$ cat src/rtl/spi_gain_pkg.sv
// Shared types and constants for the PGA gain programmer.
// The bench reuses xfer_cycles() to derive chip-select timing.
package spi_gain_pkg;

    typedef enum logic [2:0] {
        IDLE,
        SETUP,
        SHIFT,
        HOLD,
        GAP
    } state_t;

    localparam int              DEF_DATA_W = 8;
    localparam int              DEF_DIV    = 2;
    localparam logic [7:0]      DEF_GAIN   = 8'h11;

    // Number of clk cycles spi_cs_n stays low for one transfer.
    function automatic int xfer_cycles(input int data_w, input int div);
        return (2 * data_w + 2) * div;
    endfunction

endpackage

$ cat src/rtl/spi_tick_gen.sv
// Free-running DIV-cycle divider; tick is high on the last cycle of each
// period, and clear restarts the period so every state gets a full DIV cycles.
module spi_tick_gen #(
    parameter int DIV = 2
) (
    input  logic clk,
    input  logic rst,
    input  logic clear,
    output logic tick
);
    localparam int            CW   = (DIV > 1) ? $clog2(DIV) : 1;
    localparam logic [CW-1:0] LAST = CW'(DIV - 1);

    logic [CW-1:0] cnt_q;
    logic [CW-1:0] cnt_d;

    always_comb begin
        cnt_d = cnt_q;
        if (clear || (cnt_q == LAST)) begin
            cnt_d = '0;
        end else begin
            cnt_d = cnt_q + 1'b1;
        end
    end

    assign tick = (cnt_q == LAST);

    always_ff @(posedge clk or posedge rst) begin
        if (rst) begin
            cnt_q <= '0;
        end else begin
            cnt_q <= cnt_d;
        end
    end

endmodule

$ cat src/rtl/spi_gain_programmer.sv
// SPI mode-0 master that writes a gain word to the front-end PGA and
// captures the previous word the amplifier shifts back on MISO.
module spi_gain_programmer
    import spi_gain_pkg::*;
#(
    parameter int                DATA_W       = DEF_DATA_W,
    parameter int                DIV          = DEF_DIV,
    parameter logic [DATA_W-1:0] DEFAULT_GAIN = DATA_W'(DEF_GAIN),
    parameter bit                AUTO_LOAD    = 1'b1
) (
    input  logic              clk,
    input  logic              rst,
    // start/ready: a request is taken on a rising clk edge with start && ready;
    // tx_data is sampled on that edge only and a start seen while busy is dropped.
    input  logic              start,
    input  logic [DATA_W-1:0] tx_data,
    output logic              ready,
    output logic              done,
    output logic [DATA_W-1:0] rx_data,
    output logic              spi_sck,
    output logic              spi_mosi,
    output logic              spi_cs_n,
    input  logic              spi_miso,
    output state_t            dbg_state
);
    localparam int            BW       = $clog2(DATA_W + 1);
    localparam logic [BW-1:0] LAST_BIT = BW'(DATA_W);

    state_t            state_q,   state_d;
    logic [DATA_W-1:0] shift_q,   shift_d;
    logic [DATA_W-1:0] rx_sh_q,   rx_sh_d;
    logic [DATA_W-1:0] rx_data_q, rx_data_d;
    logic [BW-1:0]     bit_cnt_q, bit_cnt_d;
    logic              sck_q,     sck_d;
    logic              mosi_q,    mosi_d;
    logic              cs_n_q,    cs_n_d;
    logic              ready_q,   ready_d;
    logic              done_q,    done_d;
    logic              auto_q,    auto_d;
    logic              tick;
    logic              tick_clear;

    assign tick_clear = (state_q == IDLE) || (state_d != state_q);

    spi_tick_gen #(.DIV(DIV)) u_tick (
        .clk   (clk),
        .rst   (rst),
        .clear (tick_clear),
        .tick  (tick)
    );

    always_comb begin
        state_d   = state_q;
        shift_d   = shift_q;
        rx_sh_d   = rx_sh_q;
        rx_data_d = rx_data_q;
        bit_cnt_d = bit_cnt_q;
        sck_d     = sck_q;
        mosi_d    = mosi_q;
        cs_n_d    = cs_n_q;
        ready_d   = ready_q;
        done_d    = 1'b0;
        auto_d    = auto_q;
        case (state_q)
            IDLE: begin
                // The pending auto-load behaves exactly like an accepted start.
                if (auto_q || (start && ready_q)) begin
                    shift_d   = auto_q ? DEFAULT_GAIN : tx_data;
                    mosi_d    = shift_d[DATA_W-1];
                    cs_n_d    = 1'b0;
                    ready_d   = 1'b0;
                    auto_d    = 1'b0;
                    bit_cnt_d = '0;
                    state_d   = SETUP;
                end
            end
            SETUP: begin
                if (tick) begin
                    sck_d     = 1'b1;
                    rx_sh_d   = {rx_sh_q[DATA_W-2:0], spi_miso};
                    bit_cnt_d = bit_cnt_q + 1'b1;
                    state_d   = SHIFT;
                end
            end
            SHIFT: begin
                if (tick) begin
                    if (sck_q) begin
                        sck_d = 1'b0;
                        if (bit_cnt_q != LAST_BIT) begin
                            shift_d = shift_q << 1;
                            mosi_d  = shift_q[DATA_W-2];
                        end
                    end else if (bit_cnt_q == LAST_BIT) begin
                        state_d = HOLD;
                    end else begin
                        sck_d     = 1'b1;
                        rx_sh_d   = {rx_sh_q[DATA_W-2:0], spi_miso};
                        bit_cnt_d = bit_cnt_q + 1'b1;
                    end
                end
            end
            HOLD: begin
                if (tick) begin
                    cs_n_d    = 1'b1;
                    done_d    = 1'b1;
                    rx_data_d = rx_sh_q;
                    mosi_d    = 1'b0;
                    state_d   = GAP;
                end
            end
            GAP: begin
                if (tick) begin
                    ready_d = 1'b1;
                    state_d = IDLE;
                end
            end
            default: state_d = IDLE;
        endcase
    end

    always_ff @(posedge clk or posedge rst) begin
        if (rst) begin
            state_q   <= IDLE;
            shift_q   <= '0;
            rx_sh_q   <= '0;
            rx_data_q <= '0;
            bit_cnt_q <= '0;
            sck_q     <= 1'b0;
            mosi_q    <= 1'b0;
            cs_n_q    <= 1'b1;
            ready_q   <= !AUTO_LOAD;
            done_q    <= 1'b0;
            auto_q    <= AUTO_LOAD;
        end else begin
            state_q   <= state_d;
            shift_q   <= shift_d;
            rx_sh_q   <= rx_sh_d;
            rx_data_q <= rx_data_d;
            bit_cnt_q <= bit_cnt_d;
            sck_q     <= sck_d;
            mosi_q    <= mosi_d;
            cs_n_q    <= cs_n_d;
            ready_q   <= ready_d;
            done_q    <= done_d;
            auto_q    <= auto_d;
        end
    end

    assign ready     = ready_q;
    assign done      = done_q;
    assign rx_data   = rx_data_q;
    assign spi_sck   = sck_q;
    assign spi_mosi  = mosi_q;
    assign spi_cs_n  = cs_n_q;
    assign dbg_state = state_q;

endmodule

$ cat config.mk
export PLATFORM = sky130hd
export DESIGN_NAME = spi_gain_programmer
export DESIGN_NICKNAME = d
export VERILOG_FILES = /design/src/rtl/spi_gain_pkg.sv /design/src/rtl/spi_tick_gen.sv /design/src/rtl/spi_gain_programmer.sv
export SDC_FILE = /design/constraint.sdc
export NUM_CORES = 1
export LEC_CHECK = 0
export BUFFER_PORTS_ARGS = -buffer_cell sky130_fd_sc_hd__buf_4
export CAP_MARGIN = 10
export CORE_MARGIN = 3
export CORE_UTILIZATION = 50
export DETAILED_ROUTE_END_ITERATION = 7
export MAX_ROUTING_LAYER = met4
export PLACE_DENSITY = 0.79
export SLEW_MARGIN = 0
export SYNTH_ARGS = -nofsm -noshare
export SYNTH_HDL_FRONTEND = slang
export SYNTH_SLANG_ARGS = --single-unit
$ cat constraint.sdc
create_clock -name clk -period 2.5 [get_ports clk]
set_clock_uncertainty 0.1 [all_clocks]
set_input_delay 0.125 -clock clk [delete_from_list [all_inputs] [get_ports clk]]
set_output_delay 0.125 -clock clk [all_outputs]
set_load 0.01 [all_outputs]
==> metrics.cfg <==
[outcome]
status=finished clean

[global_route]
grt_start_max_net_pins=24
antenna_found_initial=0
grt_pass1_wl_um=5950
grt_usage_pct=18.4
grt_pass1_vias=1309
grt_remaining_overflow=0

[power]
vdd_ir_drop_max_uv=521
leakage_uw=0.00102
cellPowerDensity_nw_per_um2=1080

[sta]
worstMarginPinSlew_ps=831
timing.setup.tns_ps=0
slew_violations=0
max_freq_ghz=0.503
worst_slack_ps=513
final.min_clock_period_ps=1990
setup_viol=0
hold_viol_final=0
rsz0062_at_grt=no
finalCritPeriodShare_pct=79.5
max_slew_margin_pct=44.5
hold-worst-slack_ps=28.4

[layout]
seq_area_sq_um=928
n_antenna_cell=0
final_common_cell=dfrtp_1
nets=200
fin_cells=231
mostFrequentLayoutCells=dfrtp_1, buf_4, mux2_2
area_growth_syn_to_layout_pct=19.3
multiInputGateArea_sq_um=752
drive_above_1_share_pct=35.3
fill_cells=281

[clocking]
worstSkewPairLatency_ps=340
cts_tree=yes
cts_made_buffers=5
cts_buffer_depth=2
htree_levels=2
clockRootBuffer=clkbuf_4
cts_setup_buffers=0
clk_pin_slew_ps=110
clock-sinks=37

[floorplanning]
start_util_pct=55.4
placementRows=20
coreArea_sq_um=3200
fp.dieW_um=65.5
dieHeight_um=65.5
boundaryPins=28
die-area_sq_um=4300

[synthesis]
syn_avg_cell_area_sq_um=11.4
synthesis.area_sq_um=1770
synth_top_area_share_pct=49.4
synth-seq-area-share_pct=52.4
synth_warnings=0
synth_edf_count=0
synthFlopType=dfrtp_1
async_flop_share_pct=100
synth_cell_types=42
synth_area_leaders=dfrtp_1, mux2_2, mux2i_1, a21oi_1, dfstp_2
yosysTopAreaCell=dfrtp_1
synthCells=155
syn-num-nets=169
ys_seq_elements=37

[job]
cap_violations=0

[place]
place_inst=221
io_buffers=27
gp_congestion=0.852
hpwlAfterDp_um=2510
dpl_worst_slack_ps=530

[critical_path]
r2r_start=bit_cnt_q[0]
worstPathRequired_ps=2640
reg2reg_slack_ps=510
startpoint_type=flop
end_kind=flop
cp_max_fo=7
cp.arrival_ps=2130
crit_type=flop to flop
r2r_cells=6
r2r_end=shift_q[0]

[hold_path]
holdPathStages=4
min_to=shift_q[0]
min-delay-start=tx_data[0]
min_path_type=input pin to flop

[route]
routed.top_layer=met4
wl_met3_um=157
drt_iter0_markers=63
routed_wl_um=3410
vias=1248
drc=0
ant_nets=0
wl_per_cell_um=14.8
drt-pass1-iter-count=4
drt-met1-wl_um=1520
viasPerCell=5.40
dr_wl_met2_um=1640

-- synth_stat cells, drive strengths merged (2+ instances only) --
cell,number
a31oi,2
xor2,2
clkbuf,3
nor3b,7
dfstp,2
o21ai,6
mux2i,8
dfrtp,35
nor2,9
nand3,4
nand2b,2
inv,11
buf,6
and2b,2
nand4,2
and3,2
nand2,7
a21oi,11
ha,2
mux2,18
nand3b,2
-- worst max-delay path by stage --
stage | from | end | depth (start not counted) | slack (ps)
6_report | bit_cnt_q[0] | shift_q[0] | 6 | 510
2_1_floorplan | bit_cnt_q[0] | shift_q[0] | 7 | 690
3_5_place_dp | bit_cnt_q[0] | shift_q[4] | 6 | 530
5_1_grt | u_tick.tick | spi_mosi | 4 | 370
3_3_place_gp | bit_cnt_q[0] | shift_q[0] | 6 | 580
4_1_cts | bit_cnt_q[0] | shift_q[4] | 6 | 520
-- logic make-up after synthesis --
logic type	Yosys count	share of synthesized area (%)
AO/OA/AOI/OAI	25	8.82
XOR/XNOR	3	1.48
adder cells (fa/ha/maj)	2	1.41
buffers and inverters	20	5.22
flip-flops	37	52.4
multiplexers	26	16.4
AND/OR/NAND/NOR	42	14.3
-- what timing repair did --
item	4_1_cts	5_1_grt
hold buffers	2	0
hold endpoints to repair	22	0
gates resized for setup	0	0
-- power by group --
part | internal [uW] | leakage, uW | switching [uW]
Sequential | 794 | 0.000450 | 194
Clock | 239 | 0.0000455 | 200
Combinational | 451 | 0.000521 | 402
Total | 1480 | 0.00102 | 796
-- metal layers --
metal / vias to the layer above / global-route usage, %
li1: 599 / -
met1: 601 / 22.1
met2: 34 / 30.0
met3: 14 / 4.44
met4: 0 / 7.25
met5: - / -
-- worst max-delay path, stage by stage, from the launching register on --
cell      delay (ps)
dfrtp_1          390
inv_1             80
ha_1             210
nand3b_1         110
a31oi_1           90
a2111o_1         570
mux2_4           350
-- sequential cells by signal (all words and copies together), names as in the netlist --
name / count
ready: 1
spi_mosi: 1
spi_sck: 1
rx_data: 8
spi_cs_n: 1
dbg_state: 3
auto_q: 1
rx_sh_q: 8
done: 1
bit_cnt_q: 4
shift_q: 7
u_tick.tick: 1
-- stage by stage --
| stage | power [uW] | util (%) | instance area, sq um |
|---|---|---|---|
| after floorplan | 1610 | - | 1770 |
| after global placement | 1800 | 62.7 | 2010 |
| after detailed placement | 1850 | 62.7 | 2010 |
| after CTS | 2290 | 66.0 | 2110 |
| after global routing | 2450 | 66.0 | 2110 |
| final | 2280 | 66.0 | 2110 |
-- layout make-up --
cell class | count | area share, %
clock buffer | 7 | 2.60
clock inverter | 1 | 1.42
inverter | 11 | 1.95
multi-input combinational | 98 | 35.6
sequential | 37 | 43.9
tap | 44 | 2.60
timing repair buffer | 33 | 12.0
Note: power is estimated with default switching activity, not from simulation.
